--- config.mk ---
export PLATFORM = sky130hd
export DESIGN_NAME = piso_serializer
export DESIGN_NICKNAME = d
export VERILOG_FILES = /design/src/rtl/serdes_pkg.sv /design/src/rtl/piso_hold_buf.sv /design/src/rtl/piso_serializer.sv
export SDC_FILE = /design/constraint.sdc
export NUM_CORES = 1
export LEC_CHECK = 0
export CORE_MARGIN = 2
export CORE_UTILIZATION = 52
export DETAILED_ROUTE_END_ITERATION = 10
export PLACE_DENSITY = 0.77
export SLEW_MARGIN = 5
export SYNTH_ARGS = -nofsm -noshare
export SYNTH_HDL_FRONTEND = slang
export SYNTH_SLANG_ARGS = --single-unit
--- constraint.sdc ---
create_clock -name clk -period 1.4 [get_ports clk]
set_input_delay 0.35 -clock clk [delete_from_list [all_inputs] [get_ports clk]]
set_output_delay 0.35 -clock clk [all_outputs]
set_load 0.01 [all_outputs]
--- src/rtl/serdes_pkg.sv ---
// Shared serdes definitions: line state encoding and idle level.
// Used by the serializer now and the deserializer later.
package serdes_pkg;

    typedef enum logic {
        IDLE  = 1'b0,
        SHIFT = 1'b1
    } state_e;

    localparam logic IDLE_LEVEL = 1'b0;

endpackage

--- src/rtl/piso_hold_buf.sv ---
// One-word holding buffer in front of the shift register.
// ready is a pure register decode, so it never depends on wr_valid.
module piso_hold_buf #(
    parameter int unsigned WIDTH = 8
) (
    input  logic             clk_i,
    input  logic             rst_i,
    input  logic             wr_valid_i,
    input  logic [WIDTH-1:0] wr_data_i,
    input  logic             rd_i,
    output logic             full_o,
    output logic             ready_o,
    output logic [WIDTH-1:0] data_o
);

    logic             full_q, full_d;
    logic [WIDTH-1:0] data_q, data_d;
    logic             accept;

    // A drain only happens while full, an accept only while empty.
    always_comb begin
        accept = wr_valid_i && !full_q;
        full_d = full_q;
        data_d = data_q;
        if (accept) begin
            full_d = 1'b1;
            data_d = wr_data_i;
        end else if (rd_i) begin
            full_d = 1'b0;
        end
    end

    // Buffer flag and word storage.
    always_ff @(posedge clk_i or posedge rst_i) begin
        if (rst_i) begin
            full_q <= 1'b0;
            data_q <= '0;
        end else begin
            full_q <= full_d;
            data_q <= data_d;
        end
    end

    assign full_o  = full_q;
    assign ready_o = !full_q;
    assign data_o  = data_q;

endmodule

--- src/rtl/piso_serializer.sv ---
// Parallel-in/serial-out serializer with a one-word holding buffer.
// Words stream gaplessly while the buffer is refilled in time.
module piso_serializer
    import serdes_pkg::*;
#(
    parameter int unsigned WIDTH     = 8,
    parameter bit          LSB_FIRST = 1'b0,
    parameter logic        IDLE_BIT  = IDLE_LEVEL
) (
    input  logic             clk,
    input  logic             reset,
    input  logic             enb,
    input  logic [WIDTH-1:0] data,
    input  logic             data_valid,
    output logic             data_ready,
    output logic             out,
    output logic             out_valid,
    output logic             frame_start,
    output logic             busy
);

    localparam int unsigned CW = $clog2(WIDTH + 1);
    localparam logic [CW-1:0] LAST = CW'(WIDTH);

    state_e           state_q, state_d;
    logic [CW-1:0]    cnt_q, cnt_d;
    logic [WIDTH-1:0] sreg_q, sreg_d;
    logic             out_q, out_d;
    logic             ov_q, ov_d;
    logic             fs_q, fs_d;
    logic             load;
    logic             buf_full;
    logic [WIDTH-1:0] buf_data;

    piso_hold_buf #(
        .WIDTH(WIDTH)
    ) u_buf (
        .clk_i     (clk),
        .rst_i     (reset),
        .wr_valid_i(data_valid),
        .wr_data_i (data),
        .rd_i      (load),
        .full_o    (buf_full),
        .ready_o   (data_ready),
        .data_o    (buf_data)
    );

    // The first bit leaves on the load edge, so the shift
    // register only ever holds the bits still to be sent.
    function automatic logic head(input logic [WIDTH-1:0] w);
        return LSB_FIRST ? w[0] : w[WIDTH-1];
    endfunction

    function automatic logic [WIDTH-1:0] adv(input logic [WIDTH-1:0] w);
        return LSB_FIRST ? (w >> 1) : (w << 1);
    endfunction

    // Next-state logic: shift, gapless reload, or return to idle.
    always_comb begin
        load    = 1'b0;
        state_d = state_q;
        cnt_d   = cnt_q;
        sreg_d  = sreg_q;
        out_d   = out_q;
        ov_d    = ov_q;
        fs_d    = 1'b0;
        if (enb) begin
            unique case (state_q)
                IDLE: begin
                    load = buf_full;
                end
                SHIFT: begin
                    if (cnt_q < LAST) begin
                        out_d  = head(sreg_q);
                        sreg_d = adv(sreg_q);
                        cnt_d  = cnt_q + CW'(1);
                    end else if (buf_full) begin
                        load = 1'b1;
                    end else begin
                        state_d = IDLE;
                        out_d   = IDLE_BIT;
                        ov_d    = 1'b0;
                    end
                end
            endcase
            if (load) begin
                state_d = SHIFT;
                out_d   = head(buf_data);
                sreg_d  = adv(buf_data);
                ov_d    = 1'b1;
                fs_d    = 1'b1;
                cnt_d   = CW'(1);
            end
        end
    end

    // State, counter, shift register and registered outputs.
    always_ff @(posedge clk or posedge reset) begin
        if (reset) begin
            state_q <= IDLE;
            cnt_q   <= '0;
            sreg_q  <= '0;
            out_q   <= IDLE_BIT;
            ov_q    <= 1'b0;
            fs_q    <= 1'b0;
        end else begin
            state_q <= state_d;
            cnt_q   <= cnt_d;
            sreg_q  <= sreg_d;
            out_q   <= out_d;
            ov_q    <= ov_d;
            fs_q    <= fs_d;
        end
    end

    assign out         = out_q;
    assign out_valid   = ov_q;
    assign frame_start = fs_q;
    assign busy        = (state_q == SHIFT) || buf_full;

endmodule

# --- Word-level counts from Yosys, hierarchy flattened ---
# Cells that the tools add are included.
op_classes:
  n_eq_ne: 3
  magnitude_cmp: 1
  add_sub_neg: 1
  n_bitwise: 1
  n_mux: 25
  reduce_logical: 9
ops:
  columns: ["cell", "count"]
  rows:
  - ["8-bit 2-to-1 mux", 3]
  - ["1-bit 2-to-1 mux", 18]
  - ["4-bit 2-to-1 mux", 3]
  - ["3-bit AND reduction", 2]
  - ["2-bit nonzero test", 3]
  - ["4-bit by 1-bit adder with 4-bit output (second input constant)", 1]
  - ["4-bit < comparator (second input constant)", 1]
  - ["4-bit AND reduction", 1]
  - ["3-bit inequality test (second input constant)", 1]
  - ["2-bit by 1-bit inequality test with 1-bit output (second input constant)", 1]
  - ["2-bit inequality test (second input constant)", 1]
  - ["1-bit one-hot mux with 2 select lines", 1]
  - ["1-bit logical AND", 1]
  - ["1-bit zero test", 1]
  - ["1-bit logical OR", 1]
  - ["1-bit inverter", 1]
word_totals:
  register_bits: 25
  wordCells: 48
  output_inout_bits: 5

# --- Depth between registers and ports, before layout ---
logic_depth:
  word_depth: 7
  mapped_depth: 4
  ltp_nobuf: 4

# --- Cells and area by module ---
# From an unflattened synthesis, not the netlist that was laid out.
unflattened:
  hier_cells: 98
  hier_area_um2: 1184.9
modules_own_cells:
  columns: ["mod", "area_per_inst_um2", "seq_area_each_um2", "n_inst", "cells_per_inst"]
  rows:
  - ["piso_serializer", 807.0, 375.4, 1, 76]
  - ["piso_hold_buf", 377.9, 225.2, 1, 22]

# --- Least setup slack after synthesis ---
# OpenSTA, ideal clock, no wires.
synth_timing:
  kind: "flip-flop to flip-flop"
  from: "register state_q"
  to: "register out_q (netlist: out)"
  t_required_ns: 1.304
  setup_slack_ns: 0.171
  synth_period_minus_slack_ns: 1.229
  path_buffers: 1
  arrival_ns: 1.134
  stages_incl_launch_ff: 5
  setup_ns: 0.096
  cell_sequence: "dfrtp_1 buf_6 or2_4 and4_4 a311oi_2"
synth_between:
  elab_chain_cells: 5
synth_lines:
  columns: ["element", "line_no", "rtl"]
  rows:
  - ["from (decl)", "piso_serializer.sv:25", "state_e state_q, state_d;"]
  - ["from (signal assigned)", "piso_serializer.sv:107", "state_q <= state_d;"]
  - ["1-bit inverter", "piso_serializer.sv:68", "unique case (state_q)"]
  - ["1-bit one-hot mux with 2 select lines", "piso_serializer.sv:68", null]
  - ["1-bit 2-to-1 mux", "piso_serializer.sv:67", "if (enb) begin"]
  - ["3-bit inequality test (no source line) / 2-bit nonzero test (equally long branches)", null, null]
  - ["3-bit AND reduction (no source line)", null, null]
  - ["to (signal assigned)", "piso_serializer.sv:110", "out_q <= out_d;"]
  - ["to (decl)", "piso_serializer.sv:28", "logic out_q, out_d;"]
# Several ways; a longest one is shown, not always the timed one. The select of a mux whose other input is x is not followed.
# A chain may end at the register's enable or synchronous reset.

# --- Worst setup path after layout ---
layout_timing:
  from: "register u_buf.full_q (netlist: u_buf.full_o)"
  to: "output port busy"
layout_between:
  elab_chain_cells: 1
layout_lines:
  columns: ["element", "line_no", "rtl"]
  rows:
  - ["from (decl)", "piso_hold_buf.sv:16", "logic full_q, full_d;"]
  - ["from (signal assigned)", "piso_hold_buf.sv:39", "full_q <= full_d;"]
  - ["1-bit logical OR", "piso_serializer.sv:119", "assign busy = (state_q == SHIFT) || buf_full;"]
  - ["to (decl)", "piso_serializer.sv:19", "output logic busy"]
# No other way between the ends.

==> results by group <==
CTS
  – Post-CTS Hold Fix Bufs: 0
  – Root Driver: clkbuf_4
  – CTS sink cnt: 24
  – Clock Latency Late Sink: 0.32 ns
  – H-Tree Depth: 1
  – Num CTS Buffers: 3
  – CTS tree: done
  – Reg clk slew, reported paths: 0.13 ns
  – CTS Buffer Depth: 2

Layout
  – Final core occ: 0.7169
  – ANT cells: 0
  – Commonest non-fill, non-tap cell in the layout: dfrtp_1
  – Share of layout cells above drive strength 1: 0.3613
  – Final non-filler cell total: 146
  – Fin nets: 133
  – Commonest non-fill, non-tap cells in the layout: dfrtp_1 (24), buf_4 (14), clkdlybuf4s50_1 (10)
  – Fillers: 145
  – Post-route design area: 0.001435 mm2
  – Layout area overhead: 28.30%

Setup path
  – CP Data Arrival Time: 1.11 ns
  – WS Path Type: register to primary output
  – Critical Path RT: 1.05 ns
  – Max FO, Critical Path: 3
  – CP Capture Type: primary output
  – Startpoint types: register

Power and ir drop
  – PwrDens: 2073 mW/mm2
  – Comb pwr share: 0.469
  – Part of the power in the clock network: 0.120
  – Net switching power: 0.001038 W
  – Seq pwr share: 0.411
  – Leakage power: 0.6687 nW
  – Peak supply drop: 1.141 mV
  – Total internal power: 0.001936 W
  – Sw Share: 0.3490

Route
  – Detailed Route WL: 2226 um
  – DRT antenna net count: 0
  – Via Count: 818
  – # DRC: 0
  – DRT iter0 DRCs: 10
  – Wirelength per Cell: 15.25 um
  – DRT Pass-1 Iters: 4
  – Via density: 5.603

Placement
  – Port buffer count: 16
  – Pre-CTS setup slack: -0.2363 ns
  – Dpl cell area: 0.001355 mm2
  – Placed cells: 139
  – HPWL after detailed placement: 1508 um
  – GPL Wtd Cong: 0.8373

Global routing
  – First-pass GRT wire length: 3822 um
  – Total track usage: 0.2006
  – Vias in the first global route: 848
  – Overflow after GRT: 0
  – Antenna violations before repair: 0
  – Largest net degree at the start of global routing: 25

Floorplan
  – # IOs: 17
  – Core area: 0.002002 mm2
  – Die footprint: 0.002538 mm2
  – Die W: 50.38 um
  – Rows: 16
  – Initial Util: 0.5588
  – Chip height: 50.38 um

STA
  – Unrepaired setup endpoints after global routing: yes
  – Slew Viols, Final: 0
  – Finish-stage setup viols: 7
  – Hold Fails Final Rpt: 0
  – F_max: 683.3 MHz
  – Period utilization: 1.045
  – Setup TNS: -0.1801 ns
  – Worst Max-Slew Pin Slew: 0.3071 ns
  – Worst setup margin: -0.06356 ns
  – Worst Skew: 0.01038 ns
  – Slew headroom: 0.7945
  – Min cycle time layout: 1.464 ns

Logic synthesis
  – Synthesized area per cell: 12.57 um2
  – Library cells used by synthesis: 28
  – Synthesis Warnings: 0
  – Synth Instances: 89
  – Sequential fraction of the synthesis area: 0.5369
  – #FFs+latches synth: 24
  – Area of the mapped netlist: 0.001119 mm2
  – Post-Syn Nets: 102

Run status
  – Outcome: complete, but fails checks
  – Failing checks: negative setup slack

Job
  – Max-cap viol count: 0

Hold path
  – Hold/Removal Path Class: input port to async pin
==> final timing paths <==
kind                               from  cells after the start  slack [ns]         endpoint
max reg2reg                u_buf.full_o                      5       -0.03  u_buf.data_o[7]
max in group asynchronous         reset                      3        0.80        sreg_q[2]
max                        u_buf.full_o                      2       -0.06             busy
min in group clk                    enb                      2        0.41         cnt_q[3]
min                               reset                      3        0.36  u_buf.data_o[2]
min reg2reg                   sreg_q[2]                      1        0.50        sreg_q[2]
==> cell usage after synthesis (all sizes together) <==
master,count,share of area
and3b,5,0.045
ha,1,0.011
mux2,8,0.081
a21oi,3,0.013
o21ai,5,0.026
mux2i,2,0.018
a22o,2,0.016
or2,1,0.0078
and3,1,0.0067
nand2,4,0.013
clkinv,1,0.0034
dfrtp,24,0.54
and4,1,0.010
a22oi,1,0.0067
or2b,1,0.0067
a32o,1,0.0089
inv,3,0.010
o22ai,1,0.0056
nor3,1,0.0045
a31oi,7,0.039
a311oi,1,0.013
buf,6,0.049
nand2b,2,0.011
nor2b,2,0.018
o2bb2ai,5,0.039
==> power by group through the flow <==
stage                     clock network [W]  logic (W)  registers, W
after CTS                          0.000376    0.00138       0.00122
after detailed placement                  0    0.00131       0.00124
after floorplan                           0   0.000966       0.00119
final                              0.000358    0.00139       0.00122
after global routing               0.000408    0.00154       0.00125
after global placement                    0    0.00127       0.00122
==> worst max-delay path, stage by stage, from the launching register on <==
cell     delay, ns
dfrtp_1       0.43
or2_4         0.25
buf_6         0.12
==> per-stage QoR <==
stage                     hold WS (ns)  total power, W
final                           0.3565        0.002974
after CTS                       0.3555        0.002970
after global placement          0.4677        0.002492
after global routing            0.3925        0.003200
after floorplan                 0.3646        0.002155
after detailed placement        0.4739        0.002552
==> registers in the layout, indices dropped and copies added, names as in the netlist <==
| signal | cells |
|---|---|
| cnt_q | 4 |
| frame_start | 1 |
| out | 1 |
| out_valid | 1 |
| sreg_q | 7 |
| state_q | 1 |
| u_buf.data_o | 8 |
| u_buf.full_o | 1 |
==> timing repair <==
action / CTS / global route
setup buffers: 3 / 0
cloned: 1 / 0
setup endpoints to repair: 12 / 19
gates resized for setup: 16 / 2
==> layout make-up <==
cell class                 instances  area, um2  area share
clock buffer                       4      36.28     0.02528
sequential                        24      600.6      0.4185
multi-input combinational         55      466.7      0.3252
tap                               27      33.78     0.02354
timing repair buffer              32      282.8      0.1970
inverter                           4      15.01     0.01046
==> kinds of logic (layout without fill, tap and decap cells) <==
family                   count (synthesis)  after routing  synth area share
AO/OA/AOI/OAI                           26             26            0.1678
adder cells (fa/ha/maj)                  1              1           0.01118
buffers and inverters                   10             40           0.06263
flip-flops                              24             24            0.5369
multiplexers                            10             10           0.09844
AND/OR/NAND/NOR                         18             18            0.1230
==> layer usage <==
layer  wire (um)  track usage  vias up
li1            -            -      390
met1        1007       0.2574      406
met2        1130       0.3355       20
met3          77      0.05357        2
met4          10      0.05405        0
met5           0            0        -
No activity file was read; power rests on OpenSTA's default activity.
